`src/rtl/csr_timer_int.sv`:
```
// CSR timer/interrupt unit: NUM_TIMERS down-counters with TI pending, TID, a 64-bit stable counter,
// synchronised HWI lines and the ESTAT.IS / has_int composition. Reads are combinational, writes land next cycle.
module csr_timer_int #(
   parameter int          NUM_TIMERS = 1,
   parameter int          CNT_WIDTH  = 32,
   parameter logic [31:0] CORE_ID    = 32'h0,
   parameter int          HWI_SYNC   = 1
) (
   input  logic                  clk,
   input  logic                  reset,
   input  logic [13:0]           csr_raddr,
   output logic [31:0]           csr_rdata,
   output logic                  csr_rhit,
   input  logic                  csr_wr_en,
   input  logic [13:0]           csr_waddr,
   input  logic [31:0]           csr_wdata,
   input  logic [7:0]            hwi_in,
   input  logic                  crmd_ie,
   input  logic [12:0]           ecfg_lie,
   output logic [12:0]           estat_is,
   output logic [NUM_TIMERS-1:0] timer_pending,
   output logic                  has_int,
   output logic [63:0]           stable_cnt,
   output logic [31:0]           csr_tid_diff,
   output logic [31:0]           csr_tcfg_diff,
   output logic [31:0]           csr_tval_diff,
   output logic [31:0]           csr_ticlr_diff
);

   localparam logic [13:0]          ADDR_TID   = 14'h040;
   localparam logic [13:0]          ADDR_ESTAT = 14'h005;
   localparam logic [CNT_WIDTH-1:0] CNT_ONE    = CNT_WIDTH'(1);

   function automatic logic [13:0] tcfg_addr(input int k);
      return (k == 0) ? 14'h041 : 14'(448 + 4 * k);
   endfunction

   function automatic logic [13:0] tval_addr(input int k);
      return (k == 0) ? 14'h042 : 14'(449 + 4 * k);
   endfunction

   function automatic logic [13:0] ticlr_addr(input int k);
      return (k == 0) ? 14'h044 : 14'(450 + 4 * k);
   endfunction

   logic [CNT_WIDTH-1:0]  tcfg_q  [NUM_TIMERS];
   logic [CNT_WIDTH-1:0]  tcfg_d  [NUM_TIMERS];
   logic [CNT_WIDTH-1:0]  tval_q  [NUM_TIMERS];
   logic [CNT_WIDTH-1:0]  tval_d  [NUM_TIMERS];
   logic [NUM_TIMERS-1:0] pend_q, pend_d;
   logic [NUM_TIMERS-1:0] armed_q, armed_d;
   logic [31:0]           tid_q, tid_d;
   logic [1:0]            swi_q, swi_d;
   logic [7:0]            hwi_s1_q, hwi_s2_q;
   logic [7:0]            hwi_sync;
   logic [63:0]           stable_q;

   // Timer channels: a TCFG write re-arms and preloads, overriding that cycle's count step.
   always_comb begin
      for (int k = 0; k < NUM_TIMERS; k++) begin
         tcfg_d[k]  = tcfg_q[k];
         tval_d[k]  = tval_q[k];
         armed_d[k] = armed_q[k];
         pend_d[k]  = pend_q[k];
         if (csr_wr_en && csr_waddr == ticlr_addr(k) && csr_wdata[0]) begin
            pend_d[k] = 1'b0;
         end
         if (csr_wr_en && csr_waddr == tcfg_addr(k)) begin
            tcfg_d[k]  = csr_wdata[CNT_WIDTH-1:0];
            tval_d[k]  = {csr_wdata[CNT_WIDTH-1:2], 2'b00};
            armed_d[k] = 1'b1;
         end else if (tcfg_q[k][0]) begin
            if (tval_q[k] != '0) begin
               tval_d[k] = tval_q[k] - CNT_ONE;
               if (tval_q[k] == CNT_ONE && armed_q[k]) begin
                  pend_d[k] = 1'b1;
               end
            end else if (tcfg_q[k][1]) begin
               tval_d[k] = {tcfg_q[k][CNT_WIDTH-1:2], 2'b00};
            end else begin
               tval_d[k]  = '1;
               armed_d[k] = 1'b0;
            end
         end
      end
   end

   always_comb begin
      tid_d = tid_q;
      swi_d = swi_q;
      if (csr_wr_en && csr_waddr == ADDR_TID) begin
         tid_d = csr_wdata;
      end
      if (csr_wr_en && csr_waddr == ADDR_ESTAT) begin
         swi_d = csr_wdata[1:0];
      end
   end

   always_ff @(posedge clk) begin
      if (reset) begin
         tid_q    <= CORE_ID;
         swi_q    <= '0;
         hwi_s1_q <= '0;
         hwi_s2_q <= '0;
         stable_q <= '0;
         pend_q   <= '0;
         armed_q  <= '0;
         for (int k = 0; k < NUM_TIMERS; k++) begin
            tcfg_q[k] <= '0;
            tval_q[k] <= '0;
         end
      end else begin
         tid_q    <= tid_d;
         swi_q    <= swi_d;
         hwi_s1_q <= hwi_in;
         hwi_s2_q <= hwi_s1_q;
         stable_q <= stable_q + 64'd1;
         pend_q   <= pend_d;
         armed_q  <= armed_d;
         for (int k = 0; k < NUM_TIMERS; k++) begin
            tcfg_q[k] <= tcfg_d[k];
            tval_q[k] <= tval_d[k];
         end
      end
   end

   // With HWI_SYNC=0 the second flop is left unloaded and trims away.
   assign hwi_sync = (HWI_SYNC != 0) ? hwi_s2_q : hwi_s1_q;

   assign estat_is = {1'b0, |pend_q, 1'b0, hwi_sync, swi_q};
   assign has_int  = crmd_ie & (|(estat_is & ecfg_lie & 13'h1BFF));

   always_comb begin
      csr_rdata = '0;
      csr_rhit  = 1'b0;
      if (csr_raddr == ADDR_TID) begin
         csr_rhit  = 1'b1;
         csr_rdata = tid_q;
      end
      if (csr_raddr == ADDR_ESTAT) begin
         csr_rhit  = 1'b1;
         csr_rdata = {19'b0, estat_is};
      end
      for (int k = 0; k < NUM_TIMERS; k++) begin
         if (csr_raddr == tcfg_addr(k)) begin
            csr_rhit  = 1'b1;
            csr_rdata = 32'(tcfg_q[k]);
         end
         if (csr_raddr == tval_addr(k)) begin
            csr_rhit  = 1'b1;
            csr_rdata = 32'(tval_q[k]);
         end
         if (csr_raddr == ticlr_addr(k)) begin
            csr_rhit  = 1'b1;
            csr_rdata = '0;
         end
      end
   end

   assign timer_pending  = pend_q;
   assign stable_cnt     = stable_q;
   assign csr_tid_diff   = tid_q;
   assign csr_tcfg_diff  = 32'(tcfg_q[0]);
   assign csr_tval_diff  = 32'(tval_q[0]);
   assign csr_ticlr_diff = '0;

endmodule

```
`config.mk`:
```
export PLATFORM = sky130hd
export DESIGN_NAME = csr_timer_int
export DESIGN_NICKNAME = d
export VERILOG_FILES = /design/src/rtl/csr_timer_int.sv
export SDC_FILE = /design/constraint.sdc
export NUM_CORES = 1
export LEC_CHECK = 0
export CAP_MARGIN = 20
export CORE_MARGIN = 1
export CORE_UTILIZATION = 41
export CTS_CLUSTER_DIAMETER = 30
export DETAILED_ROUTE_END_ITERATION = 8
export PLACE_DENSITY = 0.85
export SYNTH_ARGS = -nofsm -noshare
export SYNTH_HDL_FRONTEND = slang
export SYNTH_SLANG_ARGS = --single-unit
```
`constraint.sdc`:
```
create_clock -name clk -period 2.81 [get_ports clk]
set_clock_uncertainty 0.15 [all_clocks]
set_input_delay 0.281 -clock clk [delete_from_list [all_inputs] [get_ports clk]]
set_output_delay 0.281 -clock clk [all_outputs]
set_load 0.01 [all_outputs]
```
[Word-level counts from Yosys, hierarchy flattened]
Memories as Yosys holds them, arrays and structs flattened.
Cells that the tools add are included.
Storage, ports and cells
  flip-flop bits (word level): 116
  RAM bits: 64
  input bits: 85
  output and inout bits: 240
  memories: 2
Cells by class
  add/subtract/negate cells: 2
  eq/ne operators: 12
  muxes and demuxes: 31
  bitwise logic cells: 2
  reductions and logical operators: 12
Memories
  tcfg_q: words 1, bits a word 32, rd ports 1, clocked after Yosys merged registers in 0, write ports 1, line 46  | logic [CNT_WIDTH-1:0] tcfg_q [NUM_TIMERS];
  tval_q: words 1, bits a word 32, rd ports 1, clocked after Yosys merged registers in 0, write ports 1, line 48  | logic [CNT_WIDTH-1:0] tval_q [NUM_TIMERS];
Operators by type and width (count)
  $mux 32: 12
  $eq 14x7->1 const B: 7
  $add 64x1->64 const B: 1
  $reduce_or 32->1: 2
  $eq 32x1->1 const B: 1
  $reduce_bool 32->1: 1
  $sub 32x1->32 const B: 1
  $eq 14x3->1 const B: 2
  $mux 1: 19
  $and 12x13->13: 1
  $reduce_or 12->1: 1
  $logic_and 1x1->1: 6
  $reduce_and 3->1: 1
  $ne 2x1->1 const B: 1
  $ne 2x2->1 const B: 1
  $reduce_bool 2->1: 1
  $and 1x1->1: 1

[Longest topological paths before layout]
  depth after elaboration: 8
  depth in mapped cells: 9

[Worst setup path before layout]
No wires, ideal clock.
  path type: register to register
  start: mem tval_q[0][0]
  end: mem tval_q[0][12]
  setup time: 0.120 ns
  arrival: 2.420 ns
  required time: 2.540 ns
  path slack: 0.120 ns
  stages on the path, launching flop included: 10
  path buffers: 2
  period minus slack after synthesis: 2.690 ns
  cells stage by stage: dfxtp_1 > inv_1 > ha_1 > or3b_2 > clkbuf_1 > or4_1 > buf_2 > xnor2_1 > o221a_2 > o31a_1
Between the ends
  cells in the longest elaborated chain, start to end: 6
RTL lines
  from (decl): line 48
  $mem_v2 1x32 (*)
  $sub 32x1->32 or $reduce_bool 32->1 (tied branches): line 74, 73
  $mux 32 (*): line 73  | if (tval_q[k] != '0) begin
  $mux 32 (*): line 72  | end else if (tcfg_q[k][0]) begin
  $mux 32 (*): line 68  | if (csr_wr_en && csr_waddr == tcfg_addr(k)) begin
  $mux 32 (no line) (*)
Every way passes the cells marked *; elsewhere a longest branch is shown, timed or not.

[Worst setup path in the final report]
  start: mem tval_q[0][4]
  end: mem tval_q[0][20]
Same word-level chain as after synthesis.

==> impl_metrics.csv <==
group,metric,value,unit
run_status,status,"complete, no violations",
sta,setup_violations,0,
placed_design,dp_cells,1717,
drt,routed_wl,33.6,mm
drt,drt_iter0_drc,1000,
placed_design,post-dp-hpwl,24.0,mm
grt,grt_usage,28.5,%
clocking,clockBufferDepth,2,
layout,fin_cells,1758,
synth,ys.flop_type,"dfxtp_1",
setup_path,critical_path.max_fanout,9,
floorplanning,die_h,152,um
clocking,clock-sinks,180,
clocking,clk_latency,0.43,ns
synth,yosysSeqAreaShare,39.3,%
layout,seq_area,0.00360,mm^2
synth,ys_types,56,
drt,drt_pre_antenna_iters,7,
synth,synth_area,0.00918,mm^2
setup_path,required,2.95,ns
sta,tns,0,ns
floorplanning,start_util,41.9,%
setup_path,crit_family,"simple AND/OR/NAND/NOR gates",
grt,antenna_found_initial,0,
layout,drive_gt1_share,10.2,%
pwr,powerDensity,415,mW/mm^2
setup_path,setup.worst_path.class,"reg -> reg",
floorplanning,fp-row-count,54,
setup_path,start_kind,"flop",
synth,synthCells,1174,
drt,drc,0,
sta,grt_setup_unrepaired,"false",
sta,period_minus_slack,2.68,ns
setup_path,endpoint_kind,"flop",
sta,worstMarginPinSlew,0.694,ns
min_path,worstHoldPathType,"in -> reg",
clocking,cts_htree_levels,4,
setup_path,cp_slowest_cell,"nor4_2",
grt,gr-total-overflow,0,
clocking,root_buffer,"clkbuf_16",
setup_path,worst_path_largest_cell_delay,0.57,ns
layout,nNetsFinal,1554,
synth,ys_warn_count,0,
floorplanning,ioPinCount,325,
sta,slew_viol_final,0,
clocking,cts_tree,"yes",
setup_path,critPathBufInv,1,
layout,synthToLayoutAreaGrowth,43.0,%
setup_path,cp_cell_sequence,"nor4_2, and4_1, nand3_1, buf_4, o311ai_0, o32ai_1",
floorplanning,dieArea,0.0230,mm^2
floorplanning,core-area,0.0219,mm^2
setup_path,worst_ep_arrival_time,2.82,ns
sta,post-route-period-util,95.2,%
synth,synth-seq-cells,180,
placed_design,port_buffers,288,
drt,routedWlPerCell,19.1,um
pwr,ir_worst_vdd,0.403,mV
drt,viasPerCell,5.84,
sta,fmax,0.374,GHz
synth,avgSynthCellArea,7.82,um^2
placed_design,place_congestion,0.920,
grt,grt_pass1_wl,51.0,mm
grt,grt_max_degree,68,
pwr,power.leakage,4.93,nW
layout,fillers,1907,
clocking,numCtsBuffers,17,
sta,slew_headroom,53.7,%
layout,n_antenna_cell,0,
floorplanning,fp.dieW,152,um
sta,final_hold_viol_count,0,
grt,first_global_vias,9596,
drt,num_vias,10260,
synth,synth-edff-count,0,
clocking,clk_pin_slew_worst_paths,0.08,ns
drt,postRouteAntennaNets,0,
synth,ys_async_sr_fraction,0,%
layout,multi_input_area,0.00502,mm^2
run,maxCapViolCount,0,
[through the flow]
step	power, mW	hold slack [ns]	setup WS (ns)	util (%)	area, um^2
2_1_floorplan	2.75	0.259	0.120	-	9300
3_3_place_gp	2.90	0.265	-0.311	57.0	12500
3_5_place_dp	2.90	0.272	-0.377	57.0	12500
4_1_cts	5.46	0.0870	0.0155	60.2	13200
5_1_grt	5.60	0.0991	0.00140	59.9	13100
6_report	5.44	0.102	0.134	59.9	13100
[cells by family (layout without fill, tap and decap cells)]
| logic type | after synthesis | after routing | synth area share [%] |
|---|---|---|---|
| and+or+nand+nor | 502 | 502 | 27.2 |
| AOI/OAI and AO/OA | 273 | 273 | 19.4 |
| DFF | 180 | 180 | 39.3 |
| buffers and inverters | 159 | 430 | 8.14 |
| xor gates and xnor gates | 49 | 49 | 4.68 |
| muxes | 6 | 6 | 0.682 |
| adders and majority gates | 4 | 4 | 0.545 |
| other | 1 | 34 | 0.0409 |
[final cells by class]
| class | count | share of cell area [%] |
|---|---|---|
| Timing Repair Buffer | 356 | 25.6 |
| Tap cell | 280 | 2.67 |
| Multi-Input combinational cell | 868 | 38.2 |
| Clock inverter | 14 | 1.47 |
| Sequential cell | 180 | 27.5 |
| Clock buffer | 18 | 3.35 |
| Inverter | 42 | 1.20 |
[state kept, by name, summed over array words and instances, names as in the netlist]
signal	flops
stable_cnt	64
csr_tid_diff	32
tcfg_q	32
tval_q	32
hwi_s1_q	8
hwi_s2_q	8
swi_q	2
armed_q	1
timer_pending	1
[Yosys cell counts (all sizes together) (7+ instances only)]
cell type	n	area, um^2
dfxtp	180	3600
o32ai	9	78.8
and2	7	43.8
xnor2	15	131
or3	38	238
nand4	39	244
nor4	29	194
clkbuf	72	270
buf	45	319
o21ai	49	245
or4	7	52.6
and4	10	87.6
o31a	11	96.3
nor2	77	289
nand3	31	155
nand2	178	668
a21boi	12	90.1
nor2b	23	144
a222oi	33	330
and3	9	56.3
a21oi	112	561
inv	42	158
nor3	34	175
xor2	34	298
[path summary, 6_finish.rpt]
path,start,to,slack [ns],cells after the start
max,tval_q[0][4]$_SDFFE_PP0P_,tval_q[0][20]$_SDFFE_PP0P_,0.13,6
min,reset,tval_q[0][31]$_SDFFE_PP0P_,0.10,2
max reg2reg,tval_q[0][4]$_SDFFE_PP0P_,tval_q[0][20]$_SDFFE_PP0P_,0.13,6
min reg2reg,hwi_s1_q[6]$_SDFF_PP0_,hwi_s2_q[6]$_SDFF_PP0_,0.29,1
[report_power, final]
part / leakage, nW / total (mW) / internal, mW / switching [mW]
clock: 0.310 / 2.59 / 1.46 / 1.13
combinational: 3.17 / 0.273 / 0.142 / 0.131
sequential: 1.45 / 2.57 / 2.56 / 0.0114
total: 4.93 / 5.44 / 4.16 / 1.27
[layout by cell type, fill, tap and decap left out, types with 38 or more instances in the layout]
cell type,netlist,final
nor2_1,77,76
or3_1,38,38
nand4_1,39,39
buf_4,37,59
dfxtp_1,180,180
inv_1,42,42
nand2_1,178,178
clkdlybuf4s50_1,0,255
a21oi_1,112,112
o21ai_0,49,49
[repair_timing]
action / in CTS / in global routing
buffers inserted: 6 / 1
pin swaps: 4 / 2
hold buffers: 0 / 0
gates cloned: 2 / 0
setup endpoints to repair: 33 / 35
resized for setup: 44 / 55
[layer usage]
metal / vias up / GRT usage (%) / routed length (um)
li1: 4747 / - / -
met4: 0 / 10.2 / 854
met1: 4853 / 34.3 / 12700
met5: - / 0 / 0
met3: 88 / 7.19 / 3500
met2: 572 / 48.9 / 16600
Note: power is estimated with default switching activity, not from simulation.
